[src/rtl/id_ex_ctrl_pipe_pkg.sv]
// ---------------------------------------------------------------------------
// id_ex_ctrl_pipe_pkg
// Shared definitions for the 16-bit, 8-register 5-stage core control path:
// opcode constants, the NOP encoding, the ID/EX control FSM state type, and
// the operand-usage helpers. The decoder and the forwarding detector also use
// these helpers.
// ---------------------------------------------------------------------------
package id_ex_ctrl_pipe_pkg;

  localparam int PIPE_IW = 16;  // instruction width
  localparam int PIPE_RW = 3;   // register-index width (8 GPRs)

  // Canonical no-op. Bubbles and reset fill the ID/EX instruction copy with it.
  localparam logic [15:0] NOP_INSTR = 16'h0800;

  // Opcodes (instr[15:11]) that matter for operand-usage decisions
  localparam logic [4:0] OP_HALT = 5'b00000;
  localparam logic [4:0] OP_NOP  = 5'b00001;
  localparam logic [4:0] OP_SIIC = 5'b00010;
  localparam logic [4:0] OP_RTI  = 5'b00011;
  localparam logic [4:0] OP_J    = 5'b00100;
  localparam logic [4:0] OP_JAL  = 5'b00110;
  localparam logic [4:0] OP_ST   = 5'b10000;
  localparam logic [4:0] OP_LD   = 5'b10001;
  localparam logic [4:0] OP_STU  = 5'b10011;
  localparam logic [4:0] OP_LBI  = 5'b11000;
  localparam logic [4:0] OP_BTR  = 5'b11001;

  typedef enum logic [1:0] {
    RUN    = 2'd0,
    BUBBLE = 2'd1,
    HALTED = 2'd2
  } pipe_state_t;

  // Instruction reads its Rs field (instr[10:8]).
  function automatic logic rs_used(input logic [4:0] op);
    case (op)
      OP_HALT, OP_NOP, OP_SIIC, OP_RTI, OP_J, OP_JAL, OP_LBI: rs_used = 1'b0;
      default:                                               rs_used = 1'b1;
    endcase
  endfunction

  // Instruction reads its Rt field (instr[7:5]): R-format ALU ops plus stores.
  function automatic logic rt_used(input logic [4:0] op);
    rt_used = ((op[4:3] == 2'b11) && (op != OP_LBI) && (op != OP_BTR)) ||
              (op == OP_ST) || (op == OP_STU);
  endfunction

endpackage

[src/rtl/id_ex_ctrl_pipe_pipe_ctrl_reg.sv]
// ---------------------------------------------------------------------------
// pipe_ctrl_reg
// Generic pipeline control register with enable and synchronous bubble-clear.
//  clk  in  1   clock
//  rst  in  1   asynchronous, active-low reset (loads RST_VAL)
//  en   in  1   register updates only when set (pipeline freeze when clear)
//  clr  in  1   with en, load CLR_VAL instead of d (inject a bubble)
//  d    in  W   next-stage value
//  q    out W   registered value
// ---------------------------------------------------------------------------
module pipe_ctrl_reg #(
  parameter int           W       = 8,
  parameter logic [W-1:0] RST_VAL = '0,
  parameter logic [W-1:0] CLR_VAL = '0
) (
  input  logic         clk,
  input  logic         rst,
  input  logic         en,
  input  logic         clr,
  input  logic [W-1:0] d,
  output logic [W-1:0] q
);

  always_ff @(posedge clk or negedge rst) begin
    if (!rst) begin
      q <= RST_VAL;
    end else if (en) begin
      q <= clr ? CLR_VAL : d;
    end
  end

endmodule

[src/rtl/id_ex_ctrl_pipe.sv]
// ---------------------------------------------------------------------------
// id_ex_ctrl_pipe
// Control-side ID/EX and EX/MEM pipeline registers with load-use hazard
// detection, branch squash and HALT freeze.
//  clk            in   1   core clock
//  rst            in   1   asynchronous, active-low reset
//  instr_id       in   IW  instruction in ID
//  valid_id       in   1   instr_id is real (0 = bubble)
//  reg_wrt_dec    in   1   ID instruction writes a register
//  mem_read_dec   in   1   ID instruction is a load
//  mem_wrt_dec    in   1   ID instruction is a store
//  target_dec     in   RW  ID destination register
//  halt_dec       in   1   ID instruction is HALT
//  flush          in   1   taken branch in EX; squash the ID instruction
//  Reg_wrt_reg_ID out  1   EX-stage writes a register
//  target_reg_ID  out  RW  EX-stage destination
//  Mem_read_ID    out  1   EX-stage is a load
//  Mem_wrt_reg_ID out  1   EX-stage is a store
//  instr_ex       out  IW  EX-stage instruction copy
//  Reg_wrt_reg_EX out  1   MEM-stage writes a register
//  target_reg_EX  out  RW  MEM-stage destination
//  Mem_read_EX    out  1   MEM-stage is a load
//  stall          out  1   hold PC and IF/ID this cycle
//  halted         out  1   HALT reached MEM; pipeline frozen
// ---------------------------------------------------------------------------
module id_ex_ctrl_pipe
  import id_ex_ctrl_pipe_pkg::*;
#(
  parameter int IW = PIPE_IW,
  parameter int RW = PIPE_RW
) (
  input  logic          clk,
  input  logic          rst,
  input  logic [IW-1:0] instr_id,
  input  logic          valid_id,
  input  logic          reg_wrt_dec,
  input  logic          mem_read_dec,
  input  logic          mem_wrt_dec,
  input  logic [RW-1:0] target_dec,
  input  logic          halt_dec,
  input  logic          flush,
  output logic          Reg_wrt_reg_ID,
  output logic [RW-1:0] target_reg_ID,
  output logic          Mem_read_ID,
  output logic          Mem_wrt_reg_ID,
  output logic [IW-1:0] instr_ex,
  output logic          Reg_wrt_reg_EX,
  output logic [RW-1:0] target_reg_EX,
  output logic          Mem_read_EX,
  output logic          stall,
  output logic          halted
);

  // ID/EX entry: {halt, reg_wrt, mem_read, mem_wrt, target, instr}
  localparam int IDEX_W  = 4 + RW + IW;
  // EX/MEM entry: {reg_wrt, mem_read, target}
  localparam int EXMEM_W = 2 + RW;

  localparam logic [IDEX_W-1:0]  IDEX_EMPTY  = {4'b0000, {RW{1'b0}}, IW'(NOP_INSTR)};
  localparam logic [EXMEM_W-1:0] EXMEM_EMPTY = '0;

  pipe_state_t state, state_next;

  logic [4:0]         op;
  logic               rs_hit;
  logic               rt_hit;
  logic               load_use;
  logic               load_stall;
  logic               advance;
  logic               idex_clr;
  logic               idex_halt;
  logic [IDEX_W-1:0]  idex_d;
  logic [IDEX_W-1:0]  idex_q;
  logic [EXMEM_W-1:0] exmem_d;
  logic [EXMEM_W-1:0] exmem_q;

  // ---------------------------------------------------------------------
  // Load-use detection against the load currently sitting in EX
  // ---------------------------------------------------------------------
  assign op     = instr_id[IW-1 -: 5];
  assign rs_hit = rs_used(op) && (instr_id[10:8] == target_reg_ID);
  assign rt_hit = rt_used(op) && (instr_id[7:5]  == target_reg_ID);

  assign load_use = valid_id && Mem_read_ID && Reg_wrt_reg_ID && (rs_hit || rt_hit);

  // A taken branch kills the dependent instruction anyway, so flush cancels the
  // stall. In BUBBLE the load has already moved to MEM where forwarding covers it.
  assign load_stall = load_use && !flush && (state == RUN);

  assign advance  = (state != HALTED);
  assign idex_clr = flush || load_stall || !valid_id;

  assign stall  = load_stall || (state == HALTED);
  assign halted = (state == HALTED);

  // ---------------------------------------------------------------------
  // Pipeline registers
  // ---------------------------------------------------------------------
  assign idex_d = {halt_dec, reg_wrt_dec, mem_read_dec, mem_wrt_dec, target_dec, instr_id};

  pipe_ctrl_reg #(
    .W       (IDEX_W),
    .RST_VAL (IDEX_EMPTY),
    .CLR_VAL (IDEX_EMPTY)
  ) u_id_ex (
    .clk (clk),
    .rst (rst),
    .en  (advance),
    .clr (idex_clr),
    .d   (idex_d),
    .q   (idex_q)
  );

  assign {idex_halt, Reg_wrt_reg_ID, Mem_read_ID, Mem_wrt_reg_ID, target_reg_ID, instr_ex} = idex_q;

  // EX/MEM keeps moving during a load-use stall so the load drains into MEM
  // while the bubble occupies EX.
  assign exmem_d = {Reg_wrt_reg_ID, Mem_read_ID, target_reg_ID};

  pipe_ctrl_reg #(
    .W       (EXMEM_W),
    .RST_VAL (EXMEM_EMPTY),
    .CLR_VAL (EXMEM_EMPTY)
  ) u_ex_mem (
    .clk (clk),
    .rst (rst),
    .en  (advance),
    .clr (1'b0),
    .d   (exmem_d),
    .q   (exmem_q)
  );

  assign {Reg_wrt_reg_EX, Mem_read_EX, target_reg_EX} = exmem_q;

  // ---------------------------------------------------------------------
  // Control FSM
  // ---------------------------------------------------------------------
  always_ff @(posedge clk or negedge rst) begin
    if (!rst) begin
      state <= RUN;
    end else begin
      state <= state_next;
    end
  end

  // A HALT in ID/EX moves into EX/MEM on this edge; freeze from then on.
  always_comb begin
    state_next = state;
    case (state)
      RUN: begin
        if (idex_halt) begin
          state_next = HALTED;
        end else if (load_stall) begin
          state_next = BUBBLE;
        end
      end
      BUBBLE: begin
        if (idex_halt) begin
          state_next = HALTED;
        end else begin
          state_next = RUN;
        end
      end
      HALTED:  state_next = HALTED;
      default: state_next = RUN;
    endcase
  end

endmodule

[config.mk]
export PLATFORM = sky130hd
export DESIGN_NAME = id_ex_ctrl_pipe
export DESIGN_NICKNAME = d
export VERILOG_FILES = /design/src/rtl/id_ex_ctrl_pipe_pkg.sv /design/src/rtl/id_ex_ctrl_pipe_pipe_ctrl_reg.sv /design/src/rtl/id_ex_ctrl_pipe.sv
export SDC_FILE = /design/constraint.sdc
export NUM_CORES = 1
export LEC_CHECK = 0
export BUFFER_PORTS_ARGS = -buffer_cell sky130_fd_sc_hd__clkbuf_2
export CORE_MARGIN = 1.5
export CORE_UTILIZATION = 43
export DETAILED_ROUTE_END_ITERATION = 8
export PLACE_DENSITY = 0.78
export SYNTH_ARGS = -nofsm -noshare
export SYNTH_HDL_FRONTEND = slang
export SYNTH_HIERARCHICAL = 1
export SYNTH_SLANG_ARGS = --single-unit
export TNS_END_PERCENT = 10
[constraint.sdc]
create_clock -name clk -period 1.8 [get_ports clk]
set_clock_uncertainty 0.2 [all_clocks]
set_input_delay 0.54 -clock clk [delete_from_list [all_inputs] [get_ports clk]]
set_output_delay 0.54 -clock clk [all_outputs]
set_load 0.1 [all_outputs]
== Word level (Yosys, flattened, before mapping) ==
Cells that the tools add are included.

* Flip-flop bits (word level): 30

* Muxes and demuxes: 6
* Reductions and logical operators: 20
* Equal/unequal tests: 17

{| class="wikitable"
|+ Operators with widths
! cell !! number
|-
| $mux W23 || 1
|-
| $eq A5 B5 Y1 const B || 3
|-
| $eq A5 B2 Y1 const B || 2
|-
| $eq A5 B3 Y1 const B || 2
|-
| $ne A5 B5 Y1 const B || 2
|-
| $logic_and A1 B1 Y1 || 9
|-
| $reduce_or A7 Y1 || 1
|-
| $eq A3 B3 Y1 || 2
|-
| $logic_or A1 B1 Y1 || 6
|-
| $mux W2 || 3
|-
| $pmux W2 S3 || 1
|-
| $eq A5 B1 Y1 const B || 1
|-
| $logic_not A5 Y1 || 1
|-
| $eq A2 B2 Y1 const B || 2
|-
| $ne A3 B2 Y1 const B || 1
|-
| $eq A2 B1 Y1 const B || 1
|-
| $logic_not A1 Y1 || 2
|-
| $logic_not A2 Y1 || 1
|-
| $ne A2 B2 Y1 const B || 1
|-
| $mux W1 || 1
|}

== Logic depth before layout (Yosys ltp) ==
* Depth in word-level cells: 13
* Gate-level depth with buffers: 7

== By module ==
Netlist, hierarchy kept.

{| class="wikitable"
|+ Modules (own cells, without submodules)
! module !! cells an instance !! times used !! area an instance (µm²)
|-
| pipe_ctrl_reg (u_id_ex) || 99 || 1 || 1013.5
|-
| id_ex_ctrl_pipe || 31 || 1 || 255.2
|-
| pipe_ctrl_reg (u_ex_mem) || 21 || 1 || 217.7
|}

== Least setup slack after synthesis ==
OpenSTA, ideal clock, no wires.

* Path type: register to output
* Start point: reg u_id_ex.q[17]
* End point: out stall
* Setup slack: -1210 ps
* Arrival: 2270 ps
* Stages on the path, launching flop included: 5
* Cell sequence: dfrtp_1 xor2_1 nor4_2 nand3_1 nand3_1

* Longest elaborated chain between the ends: 7
* Elaborated cells on any way between the ends: 9

{| class="wikitable"
|+ RTL lines
! element !! RTL line !! text
|-
| start: declaration || id_ex_ctrl_pipe_pipe_ctrl_reg.sv:21 || <nowiki>output logic [W-1:0] q</nowiki>
|-
| start signal: assignment || id_ex_ctrl_pipe_pipe_ctrl_reg.sv:28 || <nowiki>q <= clr ? CLR_VAL : d;</nowiki>
|-
| $eq A3 B3 Y1, on equally long branches || id_ex_ctrl_pipe.sv:81, id_ex_ctrl_pipe.sv:82 ||
|-
| $logic_and A1 B1 Y1, on equally long branches || id_ex_ctrl_pipe.sv:81, id_ex_ctrl_pipe.sv:82 ||
|-
| $logic_or A1 B1 Y1 * || id_ex_ctrl_pipe.sv:84 || <nowiki>assign load_use = valid_id && Mem_read_ID && Reg_wrt_reg_ID && (rs_hit || rt_hit);</nowiki>
|-
| $logic_and A1 B1 Y1 * || id_ex_ctrl_pipe.sv:84 ||
|-
| $logic_and A1 B1 Y1 * (2 in a row) || id_ex_ctrl_pipe.sv:88 || <nowiki>assign load_stall = load_use && !flush && (state == RUN);</nowiki>
|-
| $logic_or A1 B1 Y1 * || id_ex_ctrl_pipe.sv:93 || <nowiki>assign stall = load_stall || (state == HALTED);</nowiki>
|-
| end: declaration || id_ex_ctrl_pipe.sv:50 || <nowiki>output logic stall,</nowiki>
|}

Every way passes the cells marked *; elsewhere a longest branch is shown, timed or not.

== Final worst setup path ==
* Start point: reg u_id_ex.q[18]
* End point: out stall

The elaborated chain is that of the path after synthesis.

==> flow_metrics.env <==
export IMPL_slew_violations=0
export IMPL_critPathKind="reg2out"
export IMPL_cap_violations=0
export IMPL_core_area_um2=3340
export IMPL_synthTopCellsByArea="dfrtp_1 49%, nand3b_1 14%, o21ai_1 9.1%"
export IMPL_worstSetupStartpointType="register"
export IMPL_met3_usage=0.0497
export IMPL_area_growth_pct=65.5
export IMPL_io_buffers=55
export IMPL_drive_gt1_frac=0.400
export IMPL_syn_cell_area_um2=1490
export IMPL_min_delay_path_class="in2reg"
export IMPL_worstMarginPinSlew_ns=0.547
export IMPL_syn_inst=151
export IMPL_routabilityCongestion=0.771
export IMPL_synth_edf_count=0
export IMPL_ys_seq_area_frac=0.506
export IMPL_synth_most_common_cell="inv_1"
export IMPL_p_leak_nw=1.11
export IMPL_dieArea_um2=3820
export IMPL_drt_vias_per_instance=4.79
export IMPL_nets=256
export IMPL_critPathCaptureType="primary output"
export IMPL_fin_crit_sh=1.38
export IMPL_synth_top_cell_by_area="dfrtp_1"
export IMPL_die_h_um=61.8
export IMPL_wire_per_inst_um=13.1
export IMPL_start_util=0.445
export IMPL_power_density_nw_per_um2=632
export IMPL_grt_ovfl_total=0
export IMPL_post_route_util=0.737
export IMPL_clk_latency_ns=0.33
export IMPL_dp_slack_ns=-0.610
export IMPL_ys_ff_latch=30
export IMPL_cp_max_fo=3
export IMPL_synth_top_flop_cell="dfrtp_1"
export IMPL_grt_pass1_vias=1253
export IMPL_met2_usage=0.350
export IMPL_arrival_ns=1.75
export IMPL_clk_pin_slew_worst_paths_ns=0.09
export IMPL_setup_ws_ns=-0.690
export IMPL_synth_top_area_share=0.488
export IMPL_n_fill_cell=232
export IMPL_num_vias=1323
export IMPL_placed_cell_area_um2=2350
export IMPL_totalWireLength_mm=3.60
export IMPL_diodes=0
export IMPL_clock_sinks=30
export IMPL_hold_viol_final=0
export IMPL_tritoncts="yes"
export IMPL_post_route_drc_count=0
export IMPL_rsz0062_at_grt="yes"
export IMPL_grt_pass1_wl_mm=5.54
export IMPL_grt_max_degree=34
export IMPL_crit_path_max_incr_delay_ns=0.50
export IMPL_gr_max_usage_layer="met2"
export IMPL_cp_slowest_cell="dfrtp_4"
export IMPL_grt_use_total=0.202
export IMPL_required_ns=1.06
export IMPL_ys_types=28
export IMPL_peakVddDrop_v=0.000368
export IMPL_synth_top_cells_by_count="30 x inv_1, 29 x dfrtp_1, 27 x nand3b_1, 27 x o21ai_1, 5 x buf_6"
export IMPL_final_area_um2=2460
export IMPL_violations="negative setup slack"
export IMPL_setup_viol=28
export IMPL_async_reset_ff_frac=1.00
export IMPL_avgSynthCellArea_um2=9.84
export IMPL_use_met1=0.233
export IMPL_min_period_ns=2.49
export IMPL_grt_antenna_before_repair=0
export IMPL_clock_path_buffers=2
export IMPL_hold_ws_ns=0.239
export IMPL_crit_chain="xor2_1 -> nor4_2 -> nand3_1 -> nand3_4 -> buf_12"
export IMPL_yosysWarnings=6
export IMPL_path_delay_family="simple AND/OR/NAND/NOR gates"
export IMPL_maxSlewHeadroom=0.635
export IMPL_dp_hpwl_mm=2.70
export IMPL_drtAntennaViolNets=0
export IMPL_max_freq_ghz=0.402
export IMPL_htreeDepth=2
export IMPL_first_iter_violations=36
export IMPL_pin_count=56
export IMPL_cp_num_buf_inv=1
export IMPL_status="finished with violations"
export IMPL_drtPass1Iterations=4
export IMPL_fp_dieW_um=61.8
export IMPL_placementRows=21
export IMPL_cts_buffers=5
export IMPL_root_buffer="clkbuf_4"
==> placed cells by master (no fill, tap or decap), types with 5 or more instances in the layout <==
cell type,n
inv_1,29
buf_12,29
nand3b_1,27
o21ai_1,27
clkbuf_2,26
dfrtp_1,24
buf_4,12
buf_6,7
clkbuf_4,5
conb_1,5
==> kinds of logic after synthesis <==
family,count (synthesis),share of synthesized area
other,1,0.00252
AOI/OAI and AO/OA,32,0.121
buffers and inverters,38,0.125
xor gates and xnor gates,6,0.0354
and+or+nand+nor,44,0.210
DFF,30,0.506
==> cell type report <==
| class | count | area, um^2 | share of cell area |
|---|---|---|---|
| Clock buffer | 8 | 48.8 | 0.0198 |
| Inverter | 30 | 113 | 0.0458 |
| Multi-Input combinational cell | 87 | 588 | 0.239 |
| Sequential cell | 30 | 763 | 0.310 |
| Tap cell | 46 | 57.6 | 0.0234 |
| Timing Repair Buffer | 75 | 890 | 0.362 |
==> sequential cells by signal, summed over array words and instances, names as in the netlist <==
register and count:
u_ex_mem/q 5, u_id_ex/q 23, state 2
==> worst reg2reg max path, delay by kind of cell (launching register included) <==
family | cells | cell delay, ns
and+or+nand+nor | 4 | 0.74
xor gates and xnor gates | 1 | 0.16
DFF | 1 | 0.50
AOI/OAI and AO/OA | 1 | 0.07
buffers and inverters | 2 | 0.36
==> layer usage <==
layer  share of wire  wire length, um
met1            0.40             1440
met2            0.53             1900
met3           0.056              203
met4           0.018               64
met5               0                0
==> report_power, final <==
part           total, mW  switching [mW]  internal [mW]
clock network      0.373           0.218          0.155
logic              0.451           0.276          0.176
registers          0.730          0.0285          0.702
==> metrics by stage <==
stage          TNS (ns)  total power [mW]  std cells
2_1_floorplan     -6.34             0.978        155
5_1_grt          -10.29              1.63        276
3_3_place_gp      -9.02              1.18        265
4_1_cts           -8.05              1.57        276
3_5_place_dp     -10.68              1.19        265
6_report          -8.14              1.55        276
==> worst paths after layout <==
| path | from | cells after the start | end | slack [ns] |
|---|---|---|---|---|
| min in group asynchronous | rst | 2 | u_ex_mem/q[4]$_DFFE_PN0P_ | 0.52 |
| worst max register to register | u_id_ex/q[18]$_DFFE_PN0P_ | 8 | u_id_ex/q[14]$_DFFE_PN0P_ | -0.34 |
| worst min-delay path | instr_id[1] | 3 | u_id_ex/q[1]$_DFFE_PN0P_ | 0.24 |
| worst max-delay path | u_id_ex/q[18]$_DFFE_PN0P_ | 5 | stall | -0.69 |
| max in group asynchronous | rst | 3 | u_id_ex/q[8]$_DFFE_PN0P_ | 0.38 |
| worst min register to register | u_id_ex/q[22]$_DFFE_PN0P_ | 2 | u_id_ex/q[22]$_DFFE_PN0P_ | 0.33 |
==> timing repair <==
item,CTS,global route
pin swaps,3,1
buffers inserted,2,0
hold buffers,1,0
endpoints found under the setup margin,29,31
resized for setup,3,7
hold endpoints to repair,19,0
Power figures use the tool's default switching activity.
